--- src/rtl/traffic_light_ctrl.sv ---
// traffic_light_ctrl: vehicle-actuated two-road intersection controller; road A rests in green.
// Define TRAFFIC_PED_EN to compile in the pedestrian walk phase after RED_BA.
module traffic_light_ctrl #(
  parameter int unsigned TICK_DIV   = 1,
  parameter int unsigned GREEN_SEC  = 5,
  parameter int unsigned YELLOW_SEC = 1,
  parameter int unsigned ALLRED_SEC = 1,
  parameter int unsigned WALK_SEC   = 4,
  parameter int unsigned CNT_W      = 8
) (
  input  logic       clk,
  input  logic       rst,
  input  logic       car_B,
  input  logic       ped_req,
  output logic [2:0] light_A,
  output logic [2:0] light_B,
  output logic       walk,
  output logic       req_B_pend
);

  typedef enum logic [2:0] {
    StAGrn  = 3'd0,
    StAYel  = 3'd1,
    StRedAb = 3'd2,
    StBGrn  = 3'd3,
    StBYel  = 3'd4,
    StRedBa = 3'd5
`ifdef TRAFFIC_PED_EN
    ,
    StPed   = 3'd6
`endif
  } state_e;

  localparam logic [2:0] LampGrn = 3'b001;
  localparam logic [2:0] LampYel = 3'b010;
  localparam logic [2:0] LampRed = 3'b100;

  localparam logic [CNT_W-1:0] TickMax  = CNT_W'(TICK_DIV - 1);
  localparam logic [CNT_W-1:0] GreenM1  = CNT_W'(GREEN_SEC - 1);
  localparam logic [CNT_W-1:0] YellowM1 = CNT_W'(YELLOW_SEC - 1);
  localparam logic [CNT_W-1:0] AllRedM1 = CNT_W'(ALLRED_SEC - 1);
  localparam logic [CNT_W-1:0] TmrMax   = {CNT_W{1'b1}};

  state_e           state_q, state_n;
  logic [CNT_W-1:0] pre_q, tmr_q;
  logic             req_q;
  logic             sec_tick;

`ifdef TRAFFIC_PED_EN
  localparam logic [CNT_W-1:0] WalkM1 = CNT_W'(WALK_SEC - 1);
  logic ped_q;
`else
  logic unused_ped;
  assign unused_ped = ped_req ^ (WALK_SEC == 0);
`endif

  assign sec_tick   = (pre_q == TickMax);
  assign req_B_pend = req_q;

  always_comb begin
    state_n = state_q;
    case (state_q)
      StAGrn:  if (sec_tick && tmr_q >= GreenM1 && (req_q || car_B)) state_n = StAYel;
      StAYel:  if (sec_tick && tmr_q == YellowM1) state_n = StRedAb;
      StRedAb: if (sec_tick && tmr_q == AllRedM1) state_n = StBGrn;
      StBGrn:  if (sec_tick && tmr_q == GreenM1) state_n = StBYel;
      StBYel:  if (sec_tick && tmr_q == YellowM1) state_n = StRedBa;
`ifdef TRAFFIC_PED_EN
      StRedBa: if (sec_tick && tmr_q == AllRedM1) state_n = ped_q ? StPed : StAGrn;
      StPed:   if (sec_tick && tmr_q == WalkM1) state_n = StAGrn;
`else
      StRedBa: if (sec_tick && tmr_q == AllRedM1) state_n = StAGrn;
`endif
      default: state_n = StAGrn;
    endcase
  end

  always_ff @(posedge clk) begin
    if (rst) begin
      state_q <= StAGrn;
      pre_q   <= '0;
      tmr_q   <= '0;
      req_q   <= 1'b0;
`ifdef TRAFFIC_PED_EN
      ped_q   <= 1'b0;
`endif
    end else begin
      state_q <= state_n;
      // Any transition, including recovery from an illegal encoding, restarts the timers.
      if (state_n != state_q) begin
        pre_q <= '0;
        tmr_q <= '0;
      end else if (sec_tick) begin
        pre_q <= '0;
        if (tmr_q != TmrMax) tmr_q <= tmr_q + 1'b1;
      end else begin
        pre_q <= pre_q + 1'b1;
      end
      // Clear on B_GRN entry wins over a simultaneous sensor set.
      if (state_n == StBGrn && state_q != StBGrn) req_q <= 1'b0;
      else if (car_B && state_q != StBGrn)         req_q <= 1'b1;
`ifdef TRAFFIC_PED_EN
      if (state_n == StPed && state_q != StPed) ped_q <= 1'b0;
      else if (ped_req && state_q != StPed)      ped_q <= 1'b1;
`endif
    end
  end

  always_comb begin
    light_A = LampGrn;
    light_B = LampRed;
    walk    = 1'b0;
    case (state_q)
      StAGrn:  begin light_A = LampGrn; light_B = LampRed; end
      StAYel:  begin light_A = LampYel; light_B = LampRed; end
      StRedAb: begin light_A = LampRed; light_B = LampRed; end
      StBGrn:  begin light_A = LampRed; light_B = LampGrn; end
      StBYel:  begin light_A = LampRed; light_B = LampYel; end
      StRedBa: begin light_A = LampRed; light_B = LampRed; end
`ifdef TRAFFIC_PED_EN
      StPed:   begin light_A = LampRed; light_B = LampRed; walk = 1'b1; end
`endif
      default: begin light_A = LampGrn; light_B = LampRed; end
    endcase
  end

endmodule

--- config.mk ---
export PLATFORM = sky130hd
export DESIGN_NAME = traffic_light_ctrl
export DESIGN_NICKNAME = d
export VERILOG_FILES = /design/src/rtl/traffic_light_ctrl.sv
export SDC_FILE = /design/constraint.sdc
export NUM_CORES = 1
export LEC_CHECK = 0
export CORE_MARGIN = 2
export CORE_UTILIZATION = 54
export DETAILED_ROUTE_END_ITERATION = 8
export PLACE_DENSITY = 0.79
export REMOVE_ABC_BUFFERS = 1
export SYNTH_ARGS = -nofsm -noshare
export SYNTH_HDL_FRONTEND = slang
export SYNTH_SLANG_ARGS = --single-unit
--- constraint.sdc ---
create_clock -name clk -period 2.65 [get_ports clk]
set_input_delay 0.3975 -clock clk [delete_from_list [all_inputs] [get_ports clk]]
set_output_delay 0.3975 -clock clk [all_outputs]
set_load 0.1 [all_outputs]
==> flow_metrics.env, run 1 <==
export IMPL_clock_sinks=20
export IMPL_hp_class="reg2reg"
export IMPL_cts_buffer_depth=2
export IMPL_grt_pass1_wl_mm=3.643
export IMPL_place_ws_ps=357.3
export IMPL_antenna_found_initial=0
export IMPL_startpoint_type="flip-flop"
export IMPL_irDropWorstVdd_mv=0.4894
export IMPL_synth_cell_area_sq_um=1121
export IMPL_port_buffers=9
export IMPL_syn_to_final_growth_pct=13.84
export IMPL_period_minus_slack_ps=2299
export IMPL_synthXorXnorAreaFrac_pct=10.16
export IMPL_place_congestion=0.8354
export IMPL_synth_top_cell_area_share_pct=35.71
export IMPL_synth_largest_area_cell="dfxtp_1"
export IMPL_outcome="finished, final reports clean"
export IMPL_viasPerCell=5.557
export IMPL_num_vias=928
export IMPL_die_h_um=49.57
export IMPL_synth_area_leaders="dfxtp_1, xor2_1, ha_1, nor3_1, nand3_1"
export IMPL_start_util_pct=57.14
export IMPL_synthDistinctLibCells=39
export IMPL_final_nets=149
export IMPL_die_area_sq_um=2457
export IMPL_core_sq_um=1962
export IMPL_synth_compound_area_share_pct=9.040
export IMPL_avgRoutedWirePerCell_um=12.34
export IMPL_ys_flop_type="dfxtp_1"
export IMPL_fin_crit_sh_pct=86.75
export IMPL_drtIter0Drc=15
export IMPL_grt_total_usage_pct=18.76
export IMPL_drv_cap=0
export IMPL_num_rows=16
export IMPL_synth_mux_area_share_pct=1.897
export IMPL_power_total_mw=0.9385
export IMPL_synthSimpleGateAreaFrac_pct=33.71
export IMPL_grt_max_degree=17
export IMPL_rsz0062_at_grt="false"
export IMPL_layout_setup_ws_ps=351.0
export IMPL_path_max_fanout=8
export IMPL_postCtsHoldBufs=0
export IMPL_synth_warnings=0
export IMPL_finalHoldViolCount=0
export IMPL_drive_gt1_share_pct=17.14
export IMPL_synth_top_family_by_area="simple AND/OR/NAND/NOR gates"
export IMPL_crit_type="reg2reg"
export IMPL_synthAdderAreaFrac_pct=4.464
export IMPL_synth_edf_count=0
export IMPL_drt_pass1_iterations=4
export IMPL_ys_ff_latch=20
export IMPL_cts_root_buffer_cell="clkbuf_4"
export IMPL_ioPinCount=12
export IMPL_totalWireLength_mm=2.060
export IMPL_cts_repair_resized=0
export IMPL_clk_latency_ps=300
export IMPL_synthCells=128
export IMPL_worstPathArrival_ps=2470
export IMPL_cts_buffers=3
export IMPL_cts_tree="yes"
export IMPL_setup_viol=0
export IMPL_end_kind="flip-flop"
export IMPL_pwr_density_cell_nw_per_um2=735.4
export IMPL_gr_total_overflow=0
export IMPL_final_area_sq_um=1276
export IMPL_skew_ps=12.94
export IMPL_die_width_um=49.57
export IMPL_drc=0
export IMPL_htreeDepth=1
export IMPL_clk_pin_slew_worst_paths_ps=120
export IMPL_p_leak_nw=0.5361
export IMPL_crit_required_ps=2820
export IMPL_dp_hpwl_mm=1.580
export IMPL_dpl_cell_area_sq_um=1224
export IMPL_yosysSeqAreaShare_pct=35.71
export IMPL_slew_violations=0
export IMPL_antenna_left=0
export IMPL_antenna_cells=0
export IMPL_async_flop_share_pct=0
export IMPL_fmax_mhz=435.0
export IMPL_postCtsSetupBuffers=0
export IMPL_grt_pass1_vias=887
export IMPL_syn_avg_cell_area_sq_um=8.758
-- Yosys cell counts, types with 3 or more instances --
| library cell | instances |
|---|---|
| dfxtp_1 | 20 |
| nor2_1 | 12 |
| nor3_1 | 10 |
| xor2_1 | 10 |
| nand3_1 | 9 |
| inv_1 | 7 |
| and3_1 | 6 |
| nor2b_1 | 5 |
| ha_1 | 4 |
| nand2_1 | 4 |
| nand4_1 | 4 |
| a31oi_1 | 3 |
| xnor2_1 | 3 |
-- cells in the final DEF, fill, tap and decap left out, types with 3 or more instances in the layout --
cell type,netlist,final
nand2_1,4,4
nor3_1,10,10
nor2_1,12,12
inv_1,7,7
buf_4,1,10
xnor2_1,3,3
clkbuf_4,0,3
nand3_1,9,9
ha_1,4,4
nand4_1,4,4
xor2_1,10,10
a31oi_1,3,3
and3_1,6,6
nor2b_1,5,5
dfxtp_1,20,20
-- routing by layer --
metal  part of all wire [%]  vias to the layer above  track usage, %
li1                       -                      475               -
met1                     45                      432           21.93
met2                     51                       21           34.22
met3                    4.5                        0           3.939
met4                      0                        0           5.093
met5                      0                        -               0
-- registers in the layout (all words and copies together), names as in the netlist --
| register | count |
|---|---|
| req_B_pend | 1 |
| state_q | 3 |
| tmr_q | 8 |
| pre_q | 8 |
-- power by group --
part           internal, mW  switching, mW
clock                 0.153         0.0952
sequential            0.324         0.0294
combinational         0.117          0.220
-- path summary, 6_finish.rpt --
kind / start / end / slack [ps] / cells past startpoint
max: pre_q[0]$_SDFF_PP0_ / tmr_q[2]$_SDFFE_PP0P_ / 350 / 8
min: pre_q[0]$_SDFF_PP0_ / pre_q[0]$_SDFF_PP0_ / 520 / 1
min reg2reg: pre_q[0]$_SDFF_PP0_ / pre_q[0]$_SDFF_PP0_ / 520 / 1
max reg2reg: pre_q[0]$_SDFF_PP0_ / tmr_q[2]$_SDFFE_PP0P_ / 350 / 8
-- metrics by stage --
stage	util (%)	hold WS [ps]	instances	TNS, ps
floorplan	-	466.9	124	-1210
global placement	62.37	486.0	163	0
detailed placement	62.37	497.7	163	0
CTS	65.05	515.6	167	0
global route	65.05	559.2	167	0
finish	65.05	520.2	167	0
-- worst max-delay path: stages (launching register included) --
cell and delay, ps:
dfxtp_1 370, inv_1 70, ha_1 120, or3b_2 490, nor4_4 330, buf_4 200
a21oi_1 90, a211oi_4 380, nor3_1 110
-- final cells by class --
cell class / count / area [sq um]
fillers: 181 / 685.7
multi-input cells: 97 / 668.1
flip-flops and latches: 20 / 400.4
repair buffers: 12 / 95.09
well taps: 27 / 33.78
clock inverters: 1 / 30.03
inverters: 7 / 26.28
clock buffers: 3 / 22.52
-- kinds of logic after synthesis --
| logic type | count (synthesis) |
|---|---|
| AO/OA/AOI/OAI | 12 |
| XOR/XNOR | 13 |
| adder cells (fa/ha/maj) | 4 |
| buffers and inverters | 11 |
| flip-flops | 20 |
| multiplexers | 2 |
| other | 1 |
| AND/OR/NAND/NOR | 65 |
No activity file was read; power rests on OpenSTA's default activity.
==> run 2: changes to the inputs <==
--- a/config.mk
+++ b/config.mk
@@ -9,7 +9,6 @@
 export CORE_UTILIZATION = 54
 export DETAILED_ROUTE_END_ITERATION = 8
 export PLACE_DENSITY = 0.79
-export REMOVE_ABC_BUFFERS = 1
 export SYNTH_ARGS = -nofsm -noshare
 export SYNTH_HDL_FRONTEND = slang
 export SYNTH_SLANG_ARGS = --single-unit
==> run 2 against run 1 <==
Compared with the run above:
- design area rose by 0.78%
- via count rose by 1.2%
- clock skew fell by 6.7 ps
- clock-buffer cell count did not move
- utilization rose by 0.51 points
- clock power barely moved
- flip-flop and latch count did not move
- critical path type unchanged
==> flow_metrics.env, run 2 (synthesized netlist as in run 1, its figures left out) <==
export IMPL_port_buffers=9
export IMPL_clock_sinks=20
export IMPL_cts_root_buffer_cell="clkbuf_4"
export IMPL_viasPerCell=5.623
export IMPL_skew_ps=6.196
export IMPL_clk_pin_slew_worst_paths_ps=120
export IMPL_hp_class="reg2reg"
export IMPL_drc=0
export IMPL_crit_required_ps=2840
export IMPL_core_sq_um=1962
export IMPL_antenna_found_initial=0
export IMPL_antenna_cells=0
export IMPL_final_cell_mix="dfxtp_1, nor3_1, xor2_1, buf_4"
export IMPL_cp_top_family="simple AND/OR/NAND/NOR gates"
export IMPL_rr_worst_depth=9
export IMPL_avgRoutedWirePerCell_um=12.68
export IMPL_fin_crit_sh_pct=86.57
export IMPL_path_cells="inv_1 -> ha_1 -> or3b_2 -> nor4_4 -> buf_4 -> a311oi_1 -> a31oi_2 -> buf_4 -> nor3_1"
export IMPL_finalSetupTns_ps=0
export IMPL_holdWs_ps=518.9
export IMPL_irDropWorstVdd_mv=0.4760
export IMPL_dp_cells=163
export IMPL_worstHoldStart="pre_q[0]$_SDFF_PP0_"
export IMPL_postCtsHoldBufs=0
export IMPL_grt_max_degree=17
export IMPL_finalNonFillerCells=167
export IMPL_dp_hpwl_mm=1.545
export IMPL_cts_tree="yes"
export IMPL_rsz0062_at_grt="false"
export IMPL_finalHoldViolCount=0
export IMPL_crit_slowest_cell="or3b_2"
export IMPL_layout_commonest_cell="dfxtp_1"
export IMPL_reg2reg_slack_ps=360
export IMPL_num_vias=939
export IMPL_final_area_sq_um=1286
export IMPL_hold_path_depth=1
export IMPL_fmax_mhz=435.9
export IMPL_slew_violations=0
export IMPL_cts_repair_resized=0
export IMPL_grt_pass1_vias=844
export IMPL_p_leak_nw=0.5374
export IMPL_clk_latency_ps=310
export IMPL_die_h_um=49.57
export IMPL_cp_slowest_stage_delay_ps=490
export IMPL_syn_to_final_growth_pct=14.73
export IMPL_startpoint_type="flip-flop"
export IMPL_hold_end="pre_q[0]$_SDFF_PP0_"
export IMPL_worstPathArrival_ps=2480
export IMPL_cts_buffers=3
export IMPL_drive_gt1_share_pct=20.00
export IMPL_pwr_density_cell_nw_per_um2=735.1
export IMPL_drtIter0Drc=16
export IMPL_path_max_fanout=16
export IMPL_num_rows=16
export IMPL_synthesis_nets=136
export IMPL_grt_total_usage_pct=19.39
export IMPL_cts_buffer_depth=2
export IMPL_ioPinCount=12
export IMPL_end_kind="flip-flop"
export IMPL_die_width_um=49.57
export IMPL_path_buf_inv=3
export IMPL_totalWireLength_mm=2.118
export IMPL_crit_type="reg2reg"
export IMPL_r2r_start="pre_q[0]$_SDFF_PP0_"
export IMPL_htreeDepth=1
export IMPL_dpl_cell_area_sq_um=1234
export IMPL_die_area_sq_um=2457
export IMPL_rr_endpoint="tmr_q[4]$_SDFFE_PP0P_"
export IMPL_outcome="finished, final reports clean"
export IMPL_setup_viol=0
export IMPL_n_fill_cell=187
export IMPL_drt_pass1_iterations=6
export IMPL_grt_pass1_wl_mm=3.650
export IMPL_start_util_pct=57.14
export IMPL_final_nets=149
export IMPL_reg_top3="pre_q (8), tmr_q (8), state_q (3)"
export IMPL_period_minus_slack_ps=2294
export IMPL_antenna_left=0
export IMPL_drv_cap=0
export IMPL_gr_total_overflow=0
export IMPL_postCtsSetupBuffers=0
export IMPL_path_common_cell="buf_4"
export IMPL_place_congestion=0.7746
[run 2: cell counts in the layout (fill, tap and decap cells not counted)]
Identical to the previous run, type by type.
[run 2: area by class of cell]
type	instances	area (sq um)	share of cell area, %
clock inverters	1	30.03	2.335
well taps	27	33.78	2.626
multi-input cells	97	678.2	52.72
flip-flops and latches	20	400.4	31.13
clock buffers	3	22.52	1.751
repair buffers	12	95.09	7.393
inverters	7	26.28	2.043
[run 2: how the worst max path moves through the flow]
stage,startpoint,end,slack (ps),cells past startpoint
final,pre_q[0]$_SDFF_PP0_,tmr_q[4]$_SDFFE_PP0P_,360,9
after global routing,pre_q[0]$_SDFF_PP0_,tmr_q[0]$_SDFFE_PP0P_,200,7
after CTS,pre_q[0]$_SDFF_PP0_,tmr_q[4]$_SDFFE_PP0P_,360,9
after detailed placement,pre_q[0]$_SDFF_PP0_,tmr_q[4]$_SDFFE_PP0P_,390,9
after global placement,pre_q[0]$_SDFF_PP0_,tmr_q[5]$_SDFFE_PP0P_,430,9
after floorplan,state_q[0]$_SDFF_PP0_,light_B[2],320,4
[run 2: power breakdown]
part | internal (mW) | switching, mW
combinational | 0.118 | 0.222
sequential | 0.324 | 0.0301
clock | 0.153 | 0.0976
total | 0.595 | 0.350
[run 2: worst reg2reg max path, stage by stage (launching register included)]
cell and delay [ps]:
dfxtp_1 360, inv_1 70, ha_1 130, or3b_2 490, nor4_4 350, buf_4 200
a311oi_1 100, a31oi_2 170, buf_4 230, nor3_1 70
[run 2: routing by layer]
metal  routed length [um]  track usage, %
met5                    0               0
met4                   51           11.11
met3                   78           3.939
met2                 1012           31.33
met1                  975           23.81
[run 2: per-stage QoR]
| stage | util (%) | setup slack (ps) | power [mW] |
|---|---|---|---|
| after floorplan | - | 320.7 | 0.6290 |
| after global placement | 62.88 | 427.9 | 0.6935 |
| after detailed placement | 62.88 | 388.2 | 0.7007 |
| after CTS | 65.56 | 358.1 | 0.9519 |
| after global routing | 65.56 | 200.7 | 0.9970 |
| final | 65.56 | 355.9 | 0.9455 |
